$ cat config.mk
export PLATFORM = sky130hd
export DESIGN_NAME = serial_frame_rx
export DESIGN_NICKNAME = d
export VERILOG_FILES = /design/src/rtl/serial_frame_rx.sv
export SDC_FILE = /design/constraint.sdc
export NUM_CORES = 1
export LEC_CHECK = 0
export ABC_AREA = 1
export CAP_MARGIN = 20
export CORE_MARGIN = 4
export CORE_UTILIZATION = 40
export CTS_BUF_LIST = sky130_fd_sc_hd__clkbuf_2
export CTS_CLUSTER_SIZE = 40
export DETAILED_ROUTE_END_ITERATION = 8
export PLACE_DENSITY = 0.6
export SLEW_MARGIN = 20
export SYNTH_ARGS = -nofsm -noshare
export SYNTH_HDL_FRONTEND = slang
export SYNTH_SLANG_ARGS = --single-unit
$ cat constraint.sdc
create_clock -name CLK -period 2.6 [get_ports CLK]
set_input_delay 0.52 -clock CLK [delete_from_list [all_inputs] [get_ports CLK]]
set_output_delay 0.52 -clock CLK [all_outputs]
set_load 0.1 [all_outputs]
$ cat src/rtl/serial_frame_rx.sv
// serial_frame_rx
//   Deframes the serial stream coming out of the 4-stage shift register into
//   parallel words. Frame: start '1', DATA_W data bits MSB first, optional
//   parity bit, stop '0'. The idle line is '0'.
//   Received words sit in a one-entry valid/ready buffer together with their
//   parity status. Framing errors give a one-cycle pulse, and an overrun is
//   recorded in a sticky flag.
// Ports
//   CLK        : clock, all state changes on posedge
//   Reset      : synchronous active-high reset, wins over every other input
//   Serial_in  : serial bit stream
//   rx_ready   : consumer accepts rx_data while rx_valid=1
//   clr_err    : clears the sticky overrun flag
//   rx_data    : received word, stable while rx_valid=1
//   rx_valid   : buffer holds a word that has not been accepted yet
//   parity_err : parity mismatch for the buffered word
//   frame_err  : one-cycle pulse, stop bit sampled as '1'
//   overrun    : sticky, a good frame was dropped because the buffer was full
//   busy       : receiver is inside a frame
module serial_frame_rx #(
  parameter int DATA_W     = 8,
  parameter int PARITY_EN  = 1,
  parameter int PARITY_ODD = 0
) (
  input  logic              CLK,
  input  logic              Reset,
  input  logic              Serial_in,
  input  logic              rx_ready,
  input  logic              clr_err,
  output logic [DATA_W-1:0] rx_data,
  output logic              rx_valid,
  output logic              parity_err,
  output logic              frame_err,
  output logic              overrun,
  output logic              busy
);

  localparam int               CNT_W    = $clog2(DATA_W + 1);
  localparam logic [CNT_W-1:0] LAST_BIT = CNT_W'(DATA_W - 1);
  localparam logic             HAS_PAR  = (PARITY_EN != 0);
  localparam logic             ODD_SEL  = (PARITY_ODD != 0);

  typedef enum logic [1:0] {
    S_IDLE   = 2'd0,
    S_DATA   = 2'd1,
    S_PARITY = 2'd2,
    S_STOP   = 2'd3
  } state_t;

  state_t            state_r;
  state_t            state_nxt_s;
  logic [CNT_W-1:0]  bit_cnt_r;
  logic [DATA_W-1:0] shift_r;
  logic [DATA_W:0]   shift_ext_s;
  logic              perr_r;
  logic              load_s;
  logic              drop_s;
  logic              ferr_s;

  // XOR of the data bits and the received parity bit; 0 means an even total.
  function automatic logic parity_of(input logic [DATA_W-1:0] data, input logic pbit);
    return (^data) ^ pbit;
  endfunction

  // The top bit of this extension falls off the shift register each data cycle.
  assign shift_ext_s = {shift_r, Serial_in};

  // State register.
  always_ff @(posedge CLK) begin
    if (Reset) begin
      state_r <= S_IDLE;
    end else begin
      state_r <= state_nxt_s;
    end
  end

  // Next-state logic. A '1' seen during STOP is a framing error, not a start bit.
  always_comb begin
    state_nxt_s = state_r;
    case (state_r)
      S_IDLE: begin
        if (Serial_in) begin
          state_nxt_s = S_DATA;
        end else begin
          state_nxt_s = S_IDLE;
        end
      end
      S_DATA: begin
        if (bit_cnt_r == LAST_BIT) begin
          state_nxt_s = HAS_PAR ? S_PARITY : S_STOP;
        end else begin
          state_nxt_s = S_DATA;
        end
      end
      S_PARITY: state_nxt_s = S_STOP;
      S_STOP:   state_nxt_s = S_IDLE;
      default:  state_nxt_s = S_IDLE;
    endcase
  end

  // Stop-bit decisions: load into the buffer, drop as overrun, or flag a framing error.
  always_comb begin
    load_s = 1'b0;
    drop_s = 1'b0;
    ferr_s = 1'b0;
    if (state_r == S_STOP) begin
      if (!Serial_in) begin
        if (!rx_valid || rx_ready) begin
          load_s = 1'b1;
        end else begin
          drop_s = 1'b1;
        end
      end else begin
        ferr_s = 1'b1;
      end
    end else begin
      load_s = 1'b0;
      drop_s = 1'b0;
      ferr_s = 1'b0;
    end
  end

  // Bit counter, data shift register and parity capture.
  always_ff @(posedge CLK) begin
    if (Reset) begin
      bit_cnt_r <= {CNT_W{1'b0}};
      shift_r   <= {DATA_W{1'b0}};
      perr_r    <= 1'b0;
    end else begin
      case (state_r)
        S_IDLE: begin
          bit_cnt_r <= {CNT_W{1'b0}};
          perr_r    <= 1'b0;
        end
        S_DATA: begin
          shift_r   <= shift_ext_s[DATA_W-1:0];
          bit_cnt_r <= bit_cnt_r + CNT_W'(1);
        end
        S_PARITY: perr_r <= (parity_of(shift_r, Serial_in) != ODD_SEL);
        S_STOP:   perr_r <= perr_r;
        default:  bit_cnt_r <= {CNT_W{1'b0}};
      endcase
    end
  end

  // Output buffer and status flags. When overrun is set and cleared in the same cycle, the set wins.
  always_ff @(posedge CLK) begin
    if (Reset) begin
      rx_data    <= {DATA_W{1'b0}};
      rx_valid   <= 1'b0;
      parity_err <= 1'b0;
      frame_err  <= 1'b0;
      overrun    <= 1'b0;
      busy       <= 1'b0;
    end else begin
      if (load_s) begin
        rx_data    <= shift_r;
        parity_err <= perr_r;
        rx_valid   <= 1'b1;
      end else if (rx_valid && rx_ready) begin
        rx_valid   <= 1'b0;
      end
      if (drop_s) begin
        overrun <= 1'b1;
      end else if (clr_err) begin
        overrun <= 1'b0;
      end
      frame_err <= ferr_s;
      busy      <= (state_nxt_s != S_IDLE);
    end
  end

endmodule

==> results.md, run 1 <==
- Cells after Synth: 160
- Skew final: between 0.0015 and 0.002 ns
- Net Count, Synth: between 150 and 200
- DR DRC count: 0
- Resized Gates After CTS: 0
- Antenna cells: 0
- # IOs: 18
- Via density: 4.74
- # nets final: 184
- Seq/Total Area, Yosys: between 40% and 50%
- Max Cap Violations: 0
- Highest Clock Rate: roughly 0.59 GHz
- Root Driver: clkbuf_2
- Fin. Hold Viols: 0
- Initial antenna violation count: 0
- Clock Sink Count: 28
- Clock transition at path regs: between 0.2 and 0.25 ns
- Pwr/cell area: approximately 540 mW/mm²
- Drt total wl: between 2000 and 2500 µm
- FP Rows: 19
- Gr usage total: around an eighth
- Final worst slack: between 0.9 and 1 ns
- Via count: roughly 1000
- Period Utilization, post-route: 64.9%
- Crit-path max FO: 18
- Worst vdd ir: between 0.2 and 0.3 mV
- Hold Path Class: reg -> reg
- Core area: approximately 0.0028 mm²
- Setup TNS: 0 ns
- Fill cell count: between 200 and 300
- Pre-antenna DRT Iters: 3
- Commonest non-fill, non-tap cell in the layout: nand2_1
- Worst skew pair latency: about 0.35 ns
- Post-synth ARST share: 0%
- Clk buf depth: 2
- Routed len/inst: approximately 10 µm
- Fin crit period: ~1.7 ns
- Power Total: 0.000726 W
- First-pass GRT wire length: 3880 µm
- Routability cong.: roughly 0.76
- Max H-tree Level: 1
- Place WS: between 0.5 and 0.6 ns
- Die height: ~63 µm
- Crit. End Element: register
- Status: finished, final reports clean
- Placed inst area: 0.00133 mm²
- CTS tree: done
- Most used DFF post-synth: dfxtp_1
- PortBufs: 17
- Final HPWL DP: around 1600 µm
- Largest net degree at the start of global routing: 19
- Post-Syn Area per Cell: 7.46 µm²
- Post-CTS Repair Setup Buffers: 0
- Startpoint types: input port
- Post-DRT Antenna Nets: 0
- RSZ-0062 raised after global routing: false
- Gr ovfl total: 0
- Worst Path Arrival: approximately 2 ns
- Register bit count reported by yosys: 28
- Post-synth EDFFs: 0
- Mapped cell area: roughly 0.0012 mm²
- CTS Buf Count: 3
- Worst slew pin tran: about 0.48 ns
- Area delta synth->final: 12.8%
- Leakage: 0.594 nW
- Vias in the first global route: between 800 and 900
- # hold bufs at CTS: 0
- Number of distinct library cells after synthesis: 25
- Starting Density: between 40 and 50%
- DIE AREA: 0.00392 mm²
- Slew Limit Fails: 0
- Type of the worst setup path: in -> reg
- Final setup violation count: 0
- Iter 0 DRT Violations: 57
- Headroom to the max-slew limit: about two thirds
- Synth warn: 0
- Share of layout cells above drive strength 1: between 10% and 20%
- Reg-to-reg slack, setup: slightly above 1 ns
- WP data required: 2.90 ns
- Most frequent cells in the layout: nand2_1 (35), dfxtp_1 (28), a21oi_1 (21)
- Die X: 62.6 µm
- Final instance area: around 0.0013 mm²
-- Yosys cell counts, types with 2 or more instances --
cell type / instances / share of area (%)
a21oi_1: 21 / 8.8
o21ai_0: 18 / 7.5
nor3_1: 4 / 1.7
inv_1: 20 / 6.3
nand2_2: 2 / 1.0
nand2_1: 35 / 11
nand3_1: 2 / 0.84
dfxtp_1: 28 / 47
nor2_1: 14 / 4.4
-- power by group --
| part | internal (W) | leakage [nW] | switching, W |
|---|---|---|---|
| registers | 0.000446 | 0.228 | 0.0000146 |
| logic | 0.0000403 | 0.353 | 0.0000708 |
| clock network | 0.0000313 | 0.0125 | 0.000123 |
| total | 0.000518 | 0.594 | 0.000208 |
-- per-stage QoR --
| step | utilization, % | hold WS [ns] | cells |
|---|---|---|---|
| floorplan | - | 0.433 | 160 |
| global placement | 47.5 | 0.450 | 204 |
| detailed placement | 47.5 | 0.452 | 204 |
| CTS | 48.0 | 0.478 | 207 |
| global route | 48.0 | 0.501 | 207 |
| finish | 48.0 | 0.475 | 207 |
-- state kept, by name, summed over array words and instances (netlist names) --
name        flops
rx_data         8
overrun         1
parity_err      1
bit_cnt_r       4
state_r         2
frame_err       1
rx_valid        1
shift_r         8
perr_r          1
busy            1
-- worst max-delay path, cell delays in order --
cell	delay, ns
clkdlybuf4s50_1	0.59
inv_1	0.45
o21ai_0	0.21
nor3_1	0.22
-- logic make-up after synthesis --
logic type      after synthesis  share of synthesized area [%]
xor+xnor                      2                           1.47
flops                        28                           47.0
simple gates                 60                           20.5
buf+inv                      26                           10.6
compound gates               43                           19.4
fa+ha+maj                     1                           1.05
-- path summary, 6_finish.rpt --
check,end,from,cells past startpoint
min,perr_r,perr_r,2
max,bit_cnt_r[2],Reset,4
max reg2reg,busy,state_r[0],6
min reg2reg,perr_r,perr_r,2
-- per-layer routing --
metal  share of wire (%)  routed length [µm]  GRT usage [%]  up-vias
met3                 3.7                  79           3.06        4
met1                  51                1090           15.9      419
met5                   0                   0              0        -
met2                  44                 938           18.2       13
met4                 1.2                  26           4.96        0
li1                    -                   -              -      545
-- area by class of cell --
type | count | area, µm² | area share (%)
Sequential cell | 28 | 561 | 41.6
Multi-Input combinational cell | 106 | 507 | 37.6
Inverter | 21 | 80.1 | 5.95
Timing Repair Buffer | 18 | 145 | 10.8
Clock buffer | 3 | 15.0 | 1.12
Tap cell | 31 | 38.8 | 2.88
No activity file was read; power rests on OpenSTA's default activity.
==> run 2, diff against run 1 <==
==> constraint.sdc (replaced) <==
create_clock -name CLK -period 1.8 [get_ports CLK]
set_input_delay 0.36 -clock CLK [delete_from_list [all_inputs] [get_ports CLK]]
set_output_delay 0.36 -clock CLK [all_outputs]
set_load 0.1 [all_outputs]
==> run 2 against run 1 <==
Core utilization up 6.3 points. Combinational power up 52%. Worst setup slack worse by 0.45 ns. Design area up 13%. Power up 45%. Die area unchanged. Sequential cell count unchanged. Clock-buffer cell count unchanged. Sequential share of layout area down 4.9 points. Largest power group unchanged. Clock power up 41%.
==> results.md, run 2 (synthesis results as in run 1) <==
- Status: finished, final reports clean
- Slew Limit Fails: 0 (unchanged)
- Worst vdd ir: 0.369 mV (+38%)
- Post-CTS Repair Setup Buffers: 0 (unchanged)
- Die X: 62.6 µm (unchanged)
- Most frequent cells in the layout: nand2_1 (35), dfxtp_1 (28), a21oi_1 (21)
- Drt total wl: 2140 µm (+0.37%)
- Crit-path max FO: 2 (-16)
- # hold bufs at CTS: 0 (unchanged)
- Largest delay contributor family on the critical path: flip-flops
- Crit. End Element: output pin
- Clock power frac: 20.6% (-0.6 points)
- Resized Gates After CTS: 0 (unchanged)
- RSZ-0062 raised after global routing: false
- Post-DRT Antenna Nets: 0 (unchanged)
- Routed len/inst: 10.2 µm (-0.59%)
- Gr ovfl total: 0 (unchanged)
- # nets final: 186 (+1.1%)
- Die height: 62.6 µm (unchanged)
- Part of the power in registers: 63.4% (about the same)
- Hold slack: 0.481 ns (+0.00586 ns)
- Power Total: 0.00105 W (+45%)
- CP max-delay cell: dfxtp_1
- Type of the worst setup path: reg -> out
- CTS Buf Count: 3 (unchanged)
- Clock Sink Count: 28 (unchanged)
- Leakage: 0.639 nW (+7.6%)
- Final setup violation count: 0 (unchanged)
- Fin crit period: 1.34 ns
- Initial antenna violation count: 0 (unchanged)
- Gate power share: 16.1% (+0.8 points)
- CP Cell Sequence: buf_12
- # IOs: 18 (unchanged)
- Max H-tree Level: 1 (unchanged)
- Headroom to the max-slew limit: 79.1% (+11 points)
- Skew final: 0.00869 ns (+0.00682 ns)
- Via count: 991 (+1.0%)
- Final HPWL DP: 1610 µm (+1.3%)
- Startpoint types: register
- Fin. Hold Viols: 0 (unchanged)
- Worst skew pair latency: 0.35 ns (about the same)
- Hold Path Class: reg -> reg
- Antenna cells: 0 (unchanged)
- FP Rows: 19 (unchanged)
- Net Sw Power: 0.000296 W (+42%)
- PortBufs: 17 (unchanged)
- Share of layout cells above drive strength 1: 14.6% (+0.97 points)
- Worst slew pin tran: 0.313 ns (-0.162 ns)
- Clock transition at path regs: 0.24 ns (about the same)
- DIE AREA: 0.00392 mm² (unchanged)
- Vias in the first global route: 955 (+7.9%)
- Final non-filler cell total: 209 (+0.97%)
- Largest stage delay, worst path: 0.44 ns (-0.15 ns)
- Highest Clock Rate: 0.749 GHz
- Via density: 4.74 (about the same)
- Setup TNS: 0 ns (unchanged)
- WP data required: 1.44 ns (-1.46 ns)
- Period Utilization, post-route: about three quarters
- Internal Power: 0.000756 W (+46%)
- Top flop regs: rx_data x8, shift_r x8, bit_cnt_r x4
- Routability cong.: 0.731 (-3.9%)
- Finished Core Util: 54.3% (+6.3 points)
- Pwr/cell area: 690 mW/mm² (+28%)
- Gr usage total: 12.1% (+0.14 points)
- Max Cap Violations: 0 (unchanged)
- CP bufs+invs: 1 (-1)
- Area delta synth->final: 27.7%
- First-pass GRT wire length: 3940 µm (+1.4%)
- Starting Density: 42.6% (unchanged)
- Worst Path Arrival: 0.98 ns (-1.01 ns)
- Pre-antenna DRT Iters: 4 (+1)
- DP Cell Count: 206 (+0.98%)
- CTS tree: done
- DR DRC count: 0 (unchanged)
- Clk buf depth: 2 (unchanged)
- Iter 0 DRT Violations: 27 (-53%)
- Core area: 0.00281 mm² (unchanged)
- Root Driver: clkbuf_2
- Commonest non-fill, non-tap cell in the layout: nand2_1
- Switching share of total power: 28.2% (-0.51 points)
- Largest net degree at the start of global routing: 19 (unchanged)
-- run 2: routing by layer --
| layer | routed length, µm | up-vias | track usage [%] |
|---|---|---|---|
| met4 | 26 | 0 | 5.79 |
| met1 | 1070 | 427 | 15.0 |
| met2 | 967 | 13 | 19.6 |
| met5 | 0 | - | 0 |
| met3 | 78 | 4 | 2.88 |
| li1 | - | 547 | - |
-- run 2: worst min-delay path, stage by stage, from the launching register on --
cell	delay (ns)
dfxtp_1	0.37
nand2_1	0.05
a21oi_1	0.05
-- run 2: area by class of cell --
class	count	area, µm²
Clock buffer	3	15.0
Fill cell	269	1280
Inverter	21	80.1
Multi-Input combinational cell	106	507
Sequential cell	28	561
Tap cell	31	38.8
Timing Repair Buffer	20	323
-- run 2: final timing paths --
kind	slack, ns	depth (start not counted)	from	endpoint
setup reg to reg	0.49	7	rx_valid	rx_data[4]
hold reg to reg	0.48	2	perr_r	perr_r
hold / removal	0.48	2	perr_r	perr_r
setup / recovery	0.46	1	rx_data[6]	rx_data[6]
-- run 2: power by group through the flow --
stage / Combinational (W) / Sequential [W] / Clock, W
2_1_floorplan: 0.000120 / 0.000687 / 0
3_3_place_gp: 0.000167 / 0.000678 / 0
3_5_place_dp: 0.000171 / 0.000678 / 0
4_1_cts: 0.000171 / 0.000667 / 0.000230
5_1_grt: 0.000199 / 0.000672 / 0.000261
6_report: 0.000169 / 0.000667 / 0.000217
-- run 2: through the flow --
step           worst slack, ns  area [µm²]
2_1_floorplan           0.0135        1190
3_3_place_gp             0.172        1510
4_1_cts                  0.432        1520
6_report                 0.464        1520
3_5_place_dp             0.120        1510
5_1_grt                  0.340        1520
